`src/rtl/regfile_write_arbiter_if.sv`:
```
// rtl/regfile_write_arbiter_if.sv - write-back request bus and register-file write port
`timescale 1ns/1ps

interface regfile_write_arbiter_if #(
    parameter int NREQ = 3,
    parameter int DW   = 32,
    parameter int AW   = 5
);
    logic                 hold;
    logic [NREQ-1:0]      req_valid;
    logic [NREQ*AW-1:0]   req_rd;
    logic [NREQ*DW-1:0]   req_data;
    logic [NREQ-1:0]      req_ready;
    logic                 wr_en;
    logic [AW-1:0]        wr_addr;
    logic [DW-1:0]        wr_data;
    logic                 init_busy;

    modport master (
        output hold, req_valid, req_rd, req_data,
        input  req_ready, wr_en, wr_addr, wr_data, init_busy
    );

    modport slave (
        input  hold, req_valid, req_rd, req_data,
        output req_ready, wr_en, wr_addr, wr_data, init_busy
    );
endinterface

```
`src/rtl/regfile_write_arbiter.sv`:
```
// rtl/regfile_write_arbiter.sv - clears r0..rN after reset, then round-robins write-backs onto the regfile port
`timescale 1ns/1ps

module regfile_write_arbiter #(
    parameter int NREQ = 3,
    parameter int DW   = 32,
    parameter int AW   = 5
) (
    input  logic                  clk,
    input  logic                  rst,
    regfile_write_arbiter_if.slave bus
);
    localparam int PW = (NREQ > 1) ? $clog2(NREQ) : 1;

    typedef enum logic {ST_CLEAR, ST_RUN} state_t;

    state_t          state_q, state_d;
    logic [AW:0]     clr_cnt_q, clr_cnt_d;
    logic [PW-1:0]   ptr_q, ptr_d;
    logic            wr_en_q, wr_en_d;
    logic [AW-1:0]   wr_addr_q, wr_addr_d;
    logic [DW-1:0]   wr_data_q, wr_data_d;
    logic            init_busy_q, init_busy_d;

    logic            gnt_found;
    logic [PW-1:0]   gnt_idx;
    logic [NREQ-1:0] ready;
    logic [AW-1:0]   gnt_rd;
    logic [DW-1:0]   gnt_data;

    // Scan from the farthest offset down so the offset closest to ptr wins.
    always_comb begin : arb_scan
        int idx;
        gnt_found = 1'b0;
        gnt_idx   = '0;
        idx       = 0;
        for (int k = NREQ - 1; k >= 0; k--) begin
            idx = int'(ptr_q) + k;
            if (idx >= NREQ) begin
                idx = idx - NREQ;
            end
            if (bus.req_valid[idx]) begin
                gnt_found = 1'b1;
                gnt_idx   = PW'(idx);
            end
        end
    end

    always_comb begin
        ready = '0;
        if (state_q == ST_RUN && !bus.hold && gnt_found) begin
            ready[gnt_idx] = 1'b1;
        end
    end

    always_comb begin
        gnt_rd   = bus.req_rd[int'(gnt_idx) * AW +: AW];
        gnt_data = bus.req_data[int'(gnt_idx) * DW +: DW];
    end

    always_comb begin
        state_d     = state_q;
        clr_cnt_d   = clr_cnt_q;
        ptr_d       = ptr_q;
        wr_en_d     = 1'b0;
        wr_addr_d   = wr_addr_q;
        wr_data_d   = wr_data_q;
        init_busy_d = init_busy_q;
        case (state_q)
            ST_CLEAR: begin
                // Top counter bit set means the last register has been zeroed.
                if (clr_cnt_q[AW]) begin
                    state_d     = ST_RUN;
                    init_busy_d = 1'b0;
                end else begin
                    wr_en_d   = 1'b1;
                    wr_addr_d = clr_cnt_q[AW-1:0];
                    wr_data_d = '0;
                    clr_cnt_d = clr_cnt_q + (AW+1)'(1);
                end
            end
            ST_RUN: begin
                if (ready != '0) begin
                    wr_en_d   = (gnt_rd != '0);
                    wr_addr_d = gnt_rd;
                    wr_data_d = gnt_data;
                    ptr_d     = (gnt_idx == PW'(NREQ - 1)) ? '0 : gnt_idx + PW'(1);
                end
            end
        endcase
    end

    always_ff @(posedge clk or negedge rst) begin
        if (!rst) begin
            state_q     <= ST_CLEAR;
            clr_cnt_q   <= '0;
            ptr_q       <= '0;
            wr_en_q     <= 1'b0;
            wr_addr_q   <= '0;
            wr_data_q   <= '0;
            init_busy_q <= 1'b1;
        end else begin
            state_q     <= state_d;
            clr_cnt_q   <= clr_cnt_d;
            ptr_q       <= ptr_d;
            wr_en_q     <= wr_en_d;
            wr_addr_q   <= wr_addr_d;
            wr_data_q   <= wr_data_d;
            init_busy_q <= init_busy_d;
        end
    end

    assign bus.req_ready = ready;
    assign bus.wr_en     = wr_en_q;
    assign bus.wr_addr   = wr_addr_q;
    assign bus.wr_data   = wr_data_q;
    assign bus.init_busy = init_busy_q;

endmodule

```
`src/flat_wrapper.sv`:
```
// flat-port wrapper written by rule: the top's interface ports become plain ports
module regfile_write_arbiter_flat 
#(
    parameter int NREQ = 3,
    parameter int DW   = 32,
    parameter int AW   = 5
)
  (clk, rst, bus_hold, bus_req_valid, bus_req_rd, bus_req_data, bus_req_ready, bus_wr_en, bus_wr_addr, bus_wr_data, bus_init_busy);
  regfile_write_arbiter_if #(.NREQ(NREQ), .DW(DW), .AW(AW)) bus_i ();
  input  logic clk;
  input  logic rst;
  input wire logic [$bits(bus_i.hold)-1:0] bus_hold;
  input wire logic [$bits(bus_i.req_valid)-1:0] bus_req_valid;
  input wire logic [$bits(bus_i.req_rd)-1:0] bus_req_rd;
  input wire logic [$bits(bus_i.req_data)-1:0] bus_req_data;
  output wire logic [$bits(bus_i.req_ready)-1:0] bus_req_ready;
  output wire logic [$bits(bus_i.wr_en)-1:0] bus_wr_en;
  output wire logic [$bits(bus_i.wr_addr)-1:0] bus_wr_addr;
  output wire logic [$bits(bus_i.wr_data)-1:0] bus_wr_data;
  output wire logic [$bits(bus_i.init_busy)-1:0] bus_init_busy;
  assign bus_i.hold = bus_hold;
  assign bus_i.req_valid = bus_req_valid;
  assign bus_i.req_rd = bus_req_rd;
  assign bus_i.req_data = bus_req_data;
  assign bus_req_ready = bus_i.req_ready;
  assign bus_wr_en = bus_i.wr_en;
  assign bus_wr_addr = bus_i.wr_addr;
  assign bus_wr_data = bus_i.wr_data;
  assign bus_init_busy = bus_i.init_busy;
  regfile_write_arbiter #(.NREQ(NREQ), .DW(DW), .AW(AW)) u_core (.clk(clk), .rst(rst), .bus(bus_i));
endmodule
```
`config.mk`:
```
export PLATFORM = sky130hd
export DESIGN_NAME = regfile_write_arbiter_flat
export DESIGN_NICKNAME = d
export VERILOG_FILES = /design/src/rtl/regfile_write_arbiter_if.sv /design/src/rtl/regfile_write_arbiter.sv /design/src/flat_wrapper.sv
export SDC_FILE = /design/constraint.sdc
export NUM_CORES = 1
export LEC_CHECK = 0
export BUFFER_PORTS_ARGS = -buffer_cell sky130_fd_sc_hd__buf_2
export CAP_MARGIN = 20
export CORE_ASPECT_RATIO = 1.4
export CORE_MARGIN = 3
export CORE_UTILIZATION = 45
export DETAILED_ROUTE_END_ITERATION = 16
export PLACE_DENSITY_LB_ADDON = 0.15
export SLEW_MARGIN = 20
export SYNTH_ARGS = -nofsm -noshare
export SYNTH_HDL_FRONTEND = slang
export SYNTH_SLANG_ARGS = --single-unit
```
`constraint.sdc`:
```
create_clock -name clk -period 3.2 [get_ports clk]
set_clock_uncertainty 0.05 [all_clocks]
set_input_delay 0.48 -clock clk [delete_from_list [all_inputs] [get_ports clk]]
set_output_delay 0.48 -clock clk [all_outputs]
set_load 0.005 [all_outputs]
```
After elaboration in Yosys (flattened, before gate mapping)
Cells that the tools add are included.
Cells by class
  reduce and logical (&&, ||, !) cells: 10
  bitwise gates (word level): 2
  mux-type cells: 34
  order comparisons: 8
  $mul: 1
  shift operators: 2
  add/subtract/negate cells: 7
  equality and inequality tests: 3
Operator list (count)
  $mux 32: 5
  $lt 32x4->1 const B: 3
  $shiftx 96x8->32: 1
  $ge 32x3->1 const B: 2
  $pmux 32 s2: 1
  $sub 32x3->32 const B: 2
  $shiftx 15x32->5: 1
  $mux 1: 14
  $mux 5: 2
  $pmux 5 s2: 1
  $mux 2: 4
  $reduce_and 2->1: 4
  $add 6x1->6 const B: 1
  $bmux 1 s2: 3
  $mux 6: 1
  $mul 2x3->5 const B: 1
  $reduce_bool 5->1: 1
  $ne 2x2->1 const B: 2
  $add 2x1->3 const B: 1
  $add 2x2->3 const B: 1
  $logic_and 1x1->1: 3
  $lt 2x3->1 const B: 1
  $mux 3: 1
  $reduce_bool 3->1: 1
  other kinds (9): 10
Storage, ports and cells
  word-level logic and storage cells: 75
  register bits: 48
  input port bits: 117
  output and inout bits: 42

Longest topological paths before layout
Gate-level depths: netlist of run 1.
  depth in word-level cells: 17
  depth in mapped cells: 13
  mapped depth without buffers: 9

Least setup slack after synthesis of run 1
OpenSTA, ideal clock, no wires.
  path kind: register to register
  from: register u_core.ptr_q[1]
  to: register u_core.wr_addr_q[3] (netlist: u_core.bus.wr_addr[3])
  setup time: 0.127 ns
  arrival time: 2.593 ns
  path slack: 0.429 ns
  data required time: 3.023 ns
  path buffers: 2
  cell stages (with the launch flop): 12
  path through: dfrtp_1 > inv_1 > ha_1 > buf_6 > mux2_4 > or3_1 > a211o_1 > a21oi_2 > a21o_1 > buf_4 > nand2_2 > mux2_1
Between the ends
  word-level cells in the longest chain between the ends: 17
  elaborated cells on any way between the ends: 40
  those cells by class: add/sub: 5; mul: 1; order compare: 5; eq/ne: 1; shift: 1; mux: 23; reduce/logical: 4
Ends and longest elaborated chain
  start, declared: RTL line regfile_write_arbiter.sv:19  | logic [PW-1:0] ptr_q, ptr_d;
  start signal, assigned: RTL line regfile_write_arbiter.sv:105  | ptr_q <= ptr_d;
  branches (longest 17 deep; another with $sub 32x3->32)
  end signal, assigned: RTL line regfile_write_arbiter.sv:107  | wr_addr_q <= wr_addr_d;
  end, declared: RTL line regfile_write_arbiter.sv:21  | logic [AW-1:0] wr_addr_q, wr_addr_d;
Several ways; the timed one is not identified. The select of a mux whose other input is x is not followed.
A chain may end at the register's enable or synchronous reset.

Worst setup path after layout of run 1
  from: register u_core.ptr_q[1]
  to: output port bus_req_ready[0]
Between the ends
  word-level cells in the longest chain between the ends: 14
  elaborated cells on any way between the ends: 33
  those cells by class: add/sub: 5; order compare: 5; mux: 21; reduce/logical: 2
Ends and longest elaborated chain
  $add 2x2->3: RTL line regfile_write_arbiter.sv:38  | idx = int'(ptr_q) + k;
  $sub 32x3->32 / $ge 32x3->1 (equally long branches): RTL line regfile_write_arbiter.sv:40, regfile_write_arbiter.sv:39
  $mux 32: RTL line regfile_write_arbiter.sv:39  | if (idx >= NREQ) begin
  $bmux 1 s2: RTL line regfile_write_arbiter.sv:42  | if (bus.req_valid[idx]) begin
  $mux 1 (implied by the code) (2 in a row): RTL line regfile_write_arbiter.sv:42
  $mux 2 (3 in a row): RTL line regfile_write_arbiter.sv:42
  $lt 2x3->1 (implied by the code) / $ge 2x1->1 (equally long branches): RTL line regfile_write_arbiter.sv:52  | ready[gnt_idx] = 1'b1;
  $logic_and 1x1->1 (implied by the code): RTL line regfile_write_arbiter.sv:52
  $mux 1 (implied by the code): RTL line regfile_write_arbiter.sv:52
  $demux 1 s2
  $mux 3 (*): RTL line regfile_write_arbiter.sv:51  | if (state_q == ST_RUN && !bus.hold && gnt_found) begin
  end, declared: RTL line flat_wrapper.sv:16  | output wire logic [$bits(bus_i.req_ready)-1:0] bus_req_ready;
Mark *: on every way between the ends. The rest lies on a longest branch, timed or not. The select of a mux whose other input is x is not followed.

==> results of run 1 <==
metrics by stage:
step	cell area [µm²]	setup slack (ns)	total power (µW)	utilization, %	hold slack [ns]
6_report	3920	0.186	3370	62.2	0.122
5_1_grt	3920	0.0135	3650	62.2	0.173
4_1_cts	3910	0.155	3390	62.2	0.352
3_5_place_dp	3830	0.252	3020	60.8	0.409
3_3_place_gp	3830	0.321	2980	60.8	0.408
2_1_floorplan	2960	0.429	2330	-	0.134
layout by cell type (no fill, tap or decap), types with 2 or more instances in the layout:
cell      instances
nor3_1            6
nand3_1          30
buf_2           157
and3_1           16
a21oi_2           2
nor2b_1           2
xnor2_1           4
or3_1             2
buf_4            14
inv_1             5
clkbuf_8          5
a21oi_1          23
ha_1              3
nand2_1          56
clkinv_2          2
a31o_2            2
o21ai_0           7
a211o_1           3
a311oi_1         18
nand2b_1          2
dfrtp_1          47
o211ai_1         14
nor2_1           28
a31oi_1           5
a31o_1           16
cell families after synthesis:
family | share of synthesized area, %
flip-flops | 40.7
buffers and inverters | 5.92
AND/OR/NAND/NOR | 22.9
multiplexers | 2.37
XOR/XNOR | 1.18
AO/OA/AOI/OAI | 25.3
adder cells (fa/ha/maj) | 1.69
worst max-delay path: stages (launching register included):
cell and delay (ns):
dfrtp_1 0.39, inv_1 0.07, ha_1 0.21, buf_4 0.17
mux2i_1 0.11, nor2_1 0.22, nor3_1 0.12, a211o_1 0.34
buf_4 0.23, nor3_1 0.17, buf_2 0.15
timing repair:
| item | 4_1_cts | 5_1_grt |
|---|---|---|
| gates resized for setup | 0 | 1 |
| endpoints found under the hold margin | 0 | 0 |
| hold buffers | 0 | 0 |
| endpoints found under the setup margin | 0 | 1 |
worst paths after layout:
kind | end | cells after the start
max | bus_req_ready[0] | 10
min | u_core.bus.wr_data[15] | 1
max reg2reg | u_core.bus.wr_en | 9
min reg2reg | u_core.bus.init_busy | 1
max in group asynchronous | u_core.bus.wr_data[9] | 1
min in group clk | u_core.bus.wr_data[7] | 3
flip-flops by register name, summed over array words and instances, names as in the netlist:
signal / cells
u_core.bus.init_busy: 1
u_core.bus.wr_addr: 5
u_core.bus.wr_data: 32
u_core.bus.wr_en: 1
u_core.clr_cnt_q: 6
u_core.ptr_q: 2
u_core.state_q: 1
where the power goes:
part | switching [µW] | internal, µW
combinational | 1110 | 901
sequential | 136 | 864
clock | 205 | 153
total | 1450 | 1920
area by class of cell:
class,instances,area (µm²)
fillers,572,2380
multi-input cells,263,1610
flip-flops and latches,48,1200
repair buffers,172,911
well taps,72,90.1
clock buffers,5,68.8
inverters,6,22.5
clock inverters,3,18.8
metal layers:
layer  wire length (µm)  global-route usage (%)  share of wire [%]
met5                  0                       0                  0
met4                 79                    6.44               0.86
met3                787                    5.22                8.5
met2               4720                    43.5                 51
met1               3630                    29.0                 39
==> results.json, run 1 <==
{
  "die_h_um": 102,
  "path_class": "reg -> out",
  "wire_per_inst_um": 16.2,
  "ctsLongestPathBuffers": 2,
  "power_density_nw_per_um2": 860,
  "worst_setup_path_start_kind": "flop",
  "dominantRegCellSynth": "dfrtp_1",
  "synth_seq_area_share_pct": 40.7,
  "fin_nets": 617,
  "maxSlewHeadroom_pct": 40.8,
  "h-tree-depth": 2,
  "drt-total-wl_um": 9220,
  "overflow": 0,
  "syn_avg_cell_area_um2": 8.48,
  "status": "finished clean",
  "rows": 34,
  "worst_pin_slew_ns": 0.888,
  "boundaryPins": 159,
  "finalHoldViolations": 0,
  "worstPathMaxFanout": 15,
  "clkTransAtPathRegs_ns": 0.09,
  "cts_tree": "built",
  "peakVddDrop_uv": 510,
  "syn2layout_area_growth_pct": 32.5,
  "post_cts.repair.setup_buffers": 0,
  "min_period_over_period_pct": 94.2,
  "synthCells": 349,
  "clkLatencyLatePin_ns": 0.30,
  "grt_pass1_vias": 3065,
  "reg2reg_from": "u_core.ptr_q[1]",
  "drive_above_1_share_pct": 38.8,
  "cts_inserted_buffers": 5,
  "detailed_place_hpwl_um": 6970,
  "grt_max_degree": 49,
  "core_area_um2": 6300,
  "place_congestion": 0.895,
  "antenna_cells": 0,
  "ys_ff_latch": 48,
  "slew_viol_final": 0,
  "critPathLaunch": "u_core.ptr_q[1]",
  "synth_edf_count": 0,
  "synth_area_um2": 2960,
  "grt_pass1_wl_um": 14400,
  "ys.warnings.count": 0,
  "synth_fp_nets": 470,
  "root_buffer": "clkbuf_8",
  "setup_viol_count_final": 0,
  "synth_area_leaders": "dfrtp_1 40%, nand2_1 7.1%, a311oi_1 5.3%, nand3_1 5.1%, a31o_1 4.7%",
  "finalSetupTns_ns": 0,
  "first_pass_iters": 4,
  "yosysMostFrequentCell": "nand2_1",
  "io_buffers": 158,
  "async_flop_share_pct": 100,
  "route.detailed.drc": 0,
  "yosys.area.top_type": "dfrtp_1",
  "rsz0062_at_grt": "no",
  "start_util_pct": 47.0,
  "holdCritPathClass": "in -> async",
  "synth.top_cells.by_count": "56 x nand2_1, 47 x dfrtp_1, 30 x nand3_1",
  "drt_iter0_markers": 173,
  "die_area_um2": 7600,
  "antenna_found_initial": 0,
  "die_x_um": 74.5,
  "worstPathArrival_ns": 2.48,
  "endpoint_kind": "primary output",
  "avgViaCountPerCell": 5.73,
  "dp_cells": 561,
  "r2r_slack_ns": 0.25,
  "grt.total_usage_pct": 24.3,
  "clock-sinks": 48,
  "postRouteAntennaNets": 0,
  "fin_crit_ns": 3.01,
  "fin_cells": 569,
  "synth.top_cell.area_share_pct": 39.8,
  "yosysUniqueCellTypes": 51,
  "drv_cap": 0,
  "max_freq_mhz": 332,
  "required_ns": 2.67,
  "power_leakage_uw": 0.00195,
  "vias": 3262
}
Power figures use the tool's default switching activity.
==> inputs of run 2 (changes only) <==
--- a/config.mk
+++ b/config.mk
@@ -5,6 +5,7 @@
 export SDC_FILE = /design/constraint.sdc
 export NUM_CORES = 1
 export LEC_CHECK = 0
+export ABC_AREA = 1
 export BUFFER_PORTS_ARGS = -buffer_cell sky130_fd_sc_hd__buf_2
 export CAP_MARGIN = 20
 export CORE_ASPECT_RATIO = 1.4
==> results.json, run 2 <==
{
  "layout_common_cells": "236 x nand2_1, 157 x buf_2, 64 x nand3_1",
  "worst_pin_slew_ns": 0.598,
  "place_ws_ns": 0.360,
  "final_area_um2": 3850,
  "overflow": 0,
  "async_flop_share_pct": 100,
  "holdCritPathClass": "in -> async",
  "fillers": 596,
  "root_buffer": "clkbuf_8",
  "drive_above_1_share_pct": 31.7,
  "grt_pass1_vias": 3029,
  "worstPathMaxFanout": 12,
  "grt_max_degree": 49,
  "multiInputGateArea_um2": 1540,
  "yosys.area.top_type": "dfrtp_1",
  "rsz0062_at_grt": "no",
  "drt_iter0_markers": 188,
  "clkPwrFrac_pct": 8.1,
  "r2r_cells": 18,
  "detailed_place_hpwl_um": 6350,
  "place_area_um2": 3730,
  "grt.total_usage_pct": 22.6,
  "ys.warnings.count": 0,
  "synth_area_um2": 2920,
  "synth.top_cell.area_share_pct": 40.3,
  "max_freq_mhz": 346,
  "finalSetupTns_ns": 0,
  "place_congestion": 0.871,
  "sw_frac_of_total_pct": 52.9,
  "yosysUniqueCellTypes": 27,
  "wire_per_inst_um": 12.8,
  "internal_power_uw": 2170,
  "power_uw": 4610,
  "cp_slowest_cell": "dfrtp_1",
  "grt_pass1_wl_um": 13400,
  "antenna_found_initial": 0,
  "dominantRegCellSynth": "dfrtp_1",
  "crit_top_cell": "nand2_1",
  "worst_setup_path_start_kind": "flop",
  "die_h_um": 101,
  "drt-total-wl_um": 8410,
  "ctsLongestPathBuffers": 2,
  "synth_edf_count": 0,
  "syn_avg_cell_area_um2": 6.75,
  "synth_seq_area_share_pct": 41.2,
  "die_x_um": 74.1,
  "antenna_cells": 0,
  "synth_fp_nets": 554,
  "fin_nets": 706,
  "drv_cap": 0,
  "min_period_over_period_pct": 90.3,
  "cts_inserted_buffers": 5,
  "die_area_um2": 7510,
  "setup_viol_count_final": 0,
  "ys_ff_latch": 48,
  "r2r_slack_ns": 0.45,
  "clkTransAtPathRegs_ns": 0.08,
  "largest_register_ffs": 32,
  "boundaryPins": 159,
  "r2r-end": "u_core.bus.wr_en",
  "synthCells": 433,
  "power_leakage_uw": 0.00228,
  "fin_crit_ns": 2.89,
  "seq_power_share_pct": 21.8,
  "status": "finished clean",
  "clkLatencyLatePin_ns": 0.30,
  "clock-sinks": 48,
  "p_switching_uw": 2440,
  "avgViaCountPerCell": 5.02,
  "reg2reg_from": "u_core.ptr_q[0]",
  "core_area_um2": 6250,
  "maxSlewHeadroom_pct": 60.2,
  "syn2layout_area_growth_pct": 31.7,
  "postRouteAntennaNets": 0,
  "synth_area_leaders": "dfrtp_1 40%, nand2_1 30%, nand3_1 11%, inv_1 2.2%, buf_2 2.1%",
  "seq_area_um2": 1200,
  "postCtsHoldBufs": 0,
  "rows": 34,
  "setup_slack_ns": 0.312,
  "synth.top_cells.by_count": "237 x nand2_1, 64 x nand3_1, 47 x dfrtp_1",
  "critical_path.max_stage_delay_ns": 0.36,
  "path_class": "reg -> out",
  "finalHoldViolations": 0,
  "peakVddDrop_uv": 1580,
  "comb_power_share_pct": 70.1,
  "power_density_nw_per_um2": 1200,
  "endpoint_kind": "primary output",
  "cts_tree": "built",
  "worstPathArrival_ns": 2.36,
  "h-tree-depth": 2,
  "first_pass_iters": 4,
  "path_cells": "inv_1 -> ha_1 -> inv_2 -> nand2_1 -> nand2_1 -> nand2_1 -> nand2_1 -> nand2_1 -> nand2_2 -> clkinvlp_4 -> nor2_4 -> nand2_2 -> inv_1 -> buf_2",
  "route.detailed.drc": 0,
  "yosysMostFrequentCell": "nand2_1",
  "final_common_cell": "nand2_1",
  "required_ns": 2.67,
  "io_buffers": 158,
  "start_util_pct": 46.7,
  "slew_viol_final": 0,
  "vias": 3305
}
-- run 2: timing repair --
action	4_1_cts	5_1_grt
buffers inserted	0	2
resized for setup	0	2
setup endpoints to repair	0	2
-- run 2: worst max path at each step --
stage	from	end	slack [ns]	depth (start not counted)
finish	u_core.ptr_q[0]	bus_req_ready[0]	0.31	14
global route	u_core.ptr_q[0]	bus_req_ready[0]	0.12	14
CTS	u_core.ptr_q[0]	bus_req_ready[0]	0.15	14
detailed placement	u_core.ptr_q[0]	u_core.ptr_q[0]	0.36	16
global placement	u_core.ptr_q[0]	u_core.ptr_q[0]	0.49	16
floorplan	u_core.ptr_q[0]	u_core.bus.wr_data[14]	1.05	15
-- run 2: cell families after synthesis --
logic type	after synthesis	share of synthesized area (%)
adder cells (fa/ha/maj)	4	1.71
flip-flops	48	41.2
buffers and inverters	40	6.25
AND/OR/NAND/NOR	325	47.1
AO/OA/AOI/OAI	12	2.57
XOR/XNOR	4	1.20
-- run 2: stage by stage --
stage | instances | util [%] | hold WS (ns)
3_5_place_dp | 648 | 59.7 | 0.395
3_3_place_gp | 648 | 59.7 | 0.389
4_1_cts | 656 | 61.2 | 0.352
2_1_floorplan | 433 | - | 0.134
6_report | 658 | 61.5 | 0.128
5_1_grt | 658 | 61.5 | 0.174
-- run 2: power by group through the flow --
stage | combinational (µW) | clock (µW) | sequential [µW]
6_report | 3240 | 373 | 1010
5_1_grt | 3730 | 412 | 1040
3_3_place_gp | 3170 | 0 | 1010
2_1_floorplan | 2390 | 0 | 1040
3_5_place_dp | 3250 | 0 | 1020
4_1_cts | 3260 | 393 | 1010
-- run 2: layer usage --
metal	vias to the layer above	track usage, %	part of all wire, %
met5	-	0	0
met4	0	7.67	2.4
met3	14	3.87	7.8
met2	136	40.6	51
met1	1483	26.7	39
li1	1672	-	-
-- run 2: critical path, delay by kind of cell (launching register included) --
family,cells,cell delay [ns]
simple gates,8,0.74
buf+inv,5,0.62
flops,1,0.36
fa+ha+maj,1,0.35
-- run 2: area by class of cell --
cell class	instances	share of cell area, %
clock buffer	7	2.24
clock inverter	1	0.195
inverter	21	2.21
multi-input combinational	345	40.0
sequential	48	31.2
tap	72	2.34
timing repair buffer	164	21.8
==> inputs of run 3 (changes only) <==
--- a/config.mk
+++ b/config.mk
@@ -10,7 +10,7 @@
 export CAP_MARGIN = 20
 export CORE_ASPECT_RATIO = 1.4
 export CORE_MARGIN = 3
-export CORE_UTILIZATION = 45
+export CORE_UTILIZATION = 41
 export DETAILED_ROUTE_END_ITERATION = 16
 export PLACE_DENSITY_LB_ADDON = 0.15
 export SLEW_MARGIN = 20
==> constraint.sdc (replaced) <==
create_clock -name clk -period 2.4 [get_ports clk]
set_clock_uncertainty 0.05 [all_clocks]
set_input_delay 0.36 -clock clk [delete_from_list [all_inputs] [get_ports clk]]
set_output_delay 0.36 -clock clk [all_outputs]
set_load 0.005 [all_outputs]
==> results.json, run 3 (synthesis gave the netlist of run 2 again) <==
{
  "fin_cells": 703,
  "boundaryPins": 159,
  "cts_tree": "built",
  "max_freq_mhz": 423,
  "worst_pin_slew_ns": 0.600,
  "timing.hold.ws_ns": 0.0925,
  "crit_top_cell": "inv_2",
  "setup_viol_count_final": 0,
  "drv_cap": 0,
  "die_x_um": 77.3,
  "grt_pass1_vias": 3294,
  "drive_above_1_share_pct": 38.3,
  "route.detailed.drc": 0,
  "detailed_place_hpwl_um": 6580,
  "clkTransAtPathRegs_ns": 0.09,
  "worstPathArrival_ns": 1.95,
  "postRouteAntennaNets": 0,
  "fillers": 659,
  "place_area_um2": 3890,
  "critical_path.max_stage_delay_ns": 0.45,
  "antenna_found_initial": 0,
  "cp_slowest_cell": "dfrtp_2",
  "first_pass_iters": 4,
  "rsz0062_at_grt": "yes",
  "min_period_over_period_pct": 98.4,
  "clkPwrFrac_pct": 8.4,
  "required_ns": 1.99,
  "sw_frac_of_total_pct": 48.5,
  "holdCritPathClass": "in -> async",
  "finalSetupTns_ns": 0,
  "reg2reg_from": "u_core.ptr_q[0]",
  "path_cells": "inv_2 -> ha_4 -> inv_6 -> nand3_2 -> a21boi_4 -> nand4_1 -> nand2_1 -> inv_2 -> nand2_4 -> inv_1 -> buf_2",
  "cts_inserted_buffers": 5,
  "grt_max_degree": 49,
  "overflow": 0,
  "grt_pass1_wl_um": 14600,
  "fin_nets": 731,
  "final_common_cell": "nand2_1",
  "largest_register_ffs": 32,
  "place_congestion": 0.873,
  "syn2layout_area_growth_pct": 47.2,
  "critPathLaunch": "u_core.ptr_q[1]",
  "r2r_slack_ns": 0.12,
  "h-tree-depth": 2,
  "worst_setup_path_start_kind": "flop",
  "worstPathMaxFanout": 5,
  "peakVddDrop_uv": 1330,
  "wire_per_inst_um": 13.0,
  "fin_crit_ns": 2.36,
  "seq_power_share_pct": 18.0,
  "vias": 3407,
  "drt_iter0_markers": 175,
  "die_h_um": 106,
  "path_class": "reg -> out",
  "setup_slack_ns": 0.0385,
  "ctsLongestPathBuffers": 2,
  "io_buffers": 158,
  "core_area_um2": 6740,
  "start_util_pct": 43.3,
  "internal_power_uw": 3870,
  "status": "finished clean",
  "place_ws_ns": 0.0729,
  "power_leakage_uw": 0.00250,
  "comb_power_share_pct": 73.6,
  "clkLatencyLatePin_ns": 0.29,
  "slew_viol_final": 0,
  "final_area_um2": 4300,
  "die_area_um2": 8190,
  "p_switching_uw": 3650,
  "maxSlewHeadroom_pct": 60.0,
  "finalHoldViolations": 0,
  "dp_cells": 677,
  "clock-sinks": 48,
  "grt.total_usage_pct": 21.7,
  "drt-total-wl_um": 9110,
  "root_buffer": "clkbuf_8",
  "rows": 35,
  "layout_common_cells": "225 x nand2_1, 157 x buf_2, 60 x nand3_1",
  "endpoint_kind": "primary output",
  "avgViaCountPerCell": 4.85,
  "antenna_cells": 0,
  "power_density_nw_per_um2": 1750
}
run 3: area by class of cell:
type / count / area (µm²) / area share [%]
sequential: 48 / 1200 / 28.0
inverter: 21 / 96.3 / 2.24
multi-input combinational: 345 / 1670 / 38.8
clock inverter: 1 / 30.0 / 0.698
clock buffer: 7 / 96.3 / 2.24
tap: 92 / 115 / 2.68
timing repair buffer: 189 / 1090 / 25.4
run 3: path summary, 6_finish.rpt:
kind / endpoint / cells after the start
min in group clk: u_core.bus.wr_data[13] / 3
max in group asynchronous: u_core.ptr_q[1] / 2
max reg2reg: u_core.bus.wr_data[22] / 17
min reg2reg: u_core.bus.init_busy / 1
max: bus_req_ready[2] / 11
min: u_core.bus.wr_data[10] / 2
run 3: worst max-delay path, delay by kind of cell (launching register included):
family / cells / cell delay (ns)
and+or+nand+nor: 4 / 0.40
AOI/OAI and AO/OA: 1 / 0.24
DFF: 1 / 0.45
buffers and inverters: 5 / 0.39
adders and majority gates: 1 / 0.20
run 3: power groups by stage:
| stage | sequential, µW | combinational (µW) | clock [µW] |
|---|---|---|---|
| 3_3_place_gp | 1350 | 4800 | 0 |
| 4_1_cts | 1350 | 5150 | 656 |
| 3_5_place_dp | 1360 | 4870 | 0 |
| 6_report | 1350 | 5530 | 631 |
| 5_1_grt | 1390 | 6250 | 683 |
| 2_1_floorplan | 1390 | 3190 | 0 |
run 3: metal layers:
metal | vias up | wire length (µm) | global-route usage (%)
met5 | - | 0 | 0
met4 | 0 | 187 | 7.38
met3 | 18 | 596 | 4.70
met2 | 117 | 4700 | 38.9
met1 | 1552 | 3620 | 25.2
li1 | 1720 | - | -
run 3: stage by stage:
step	util (%)	total power [µW]
2_1_floorplan	-	4580
3_3_place_gp	57.6	6150
3_5_place_dp	57.6	6230
4_1_cts	61.0	7150
5_1_grt	63.8	8330
6_report	63.8	7520
run 3: timing repair:
action	in CTS	in global routing
buffers inserted	4	14
endpoints found under the setup margin	3	3
hold buffers	0	0
pin swaps	5	14
gates resized for setup	19	23
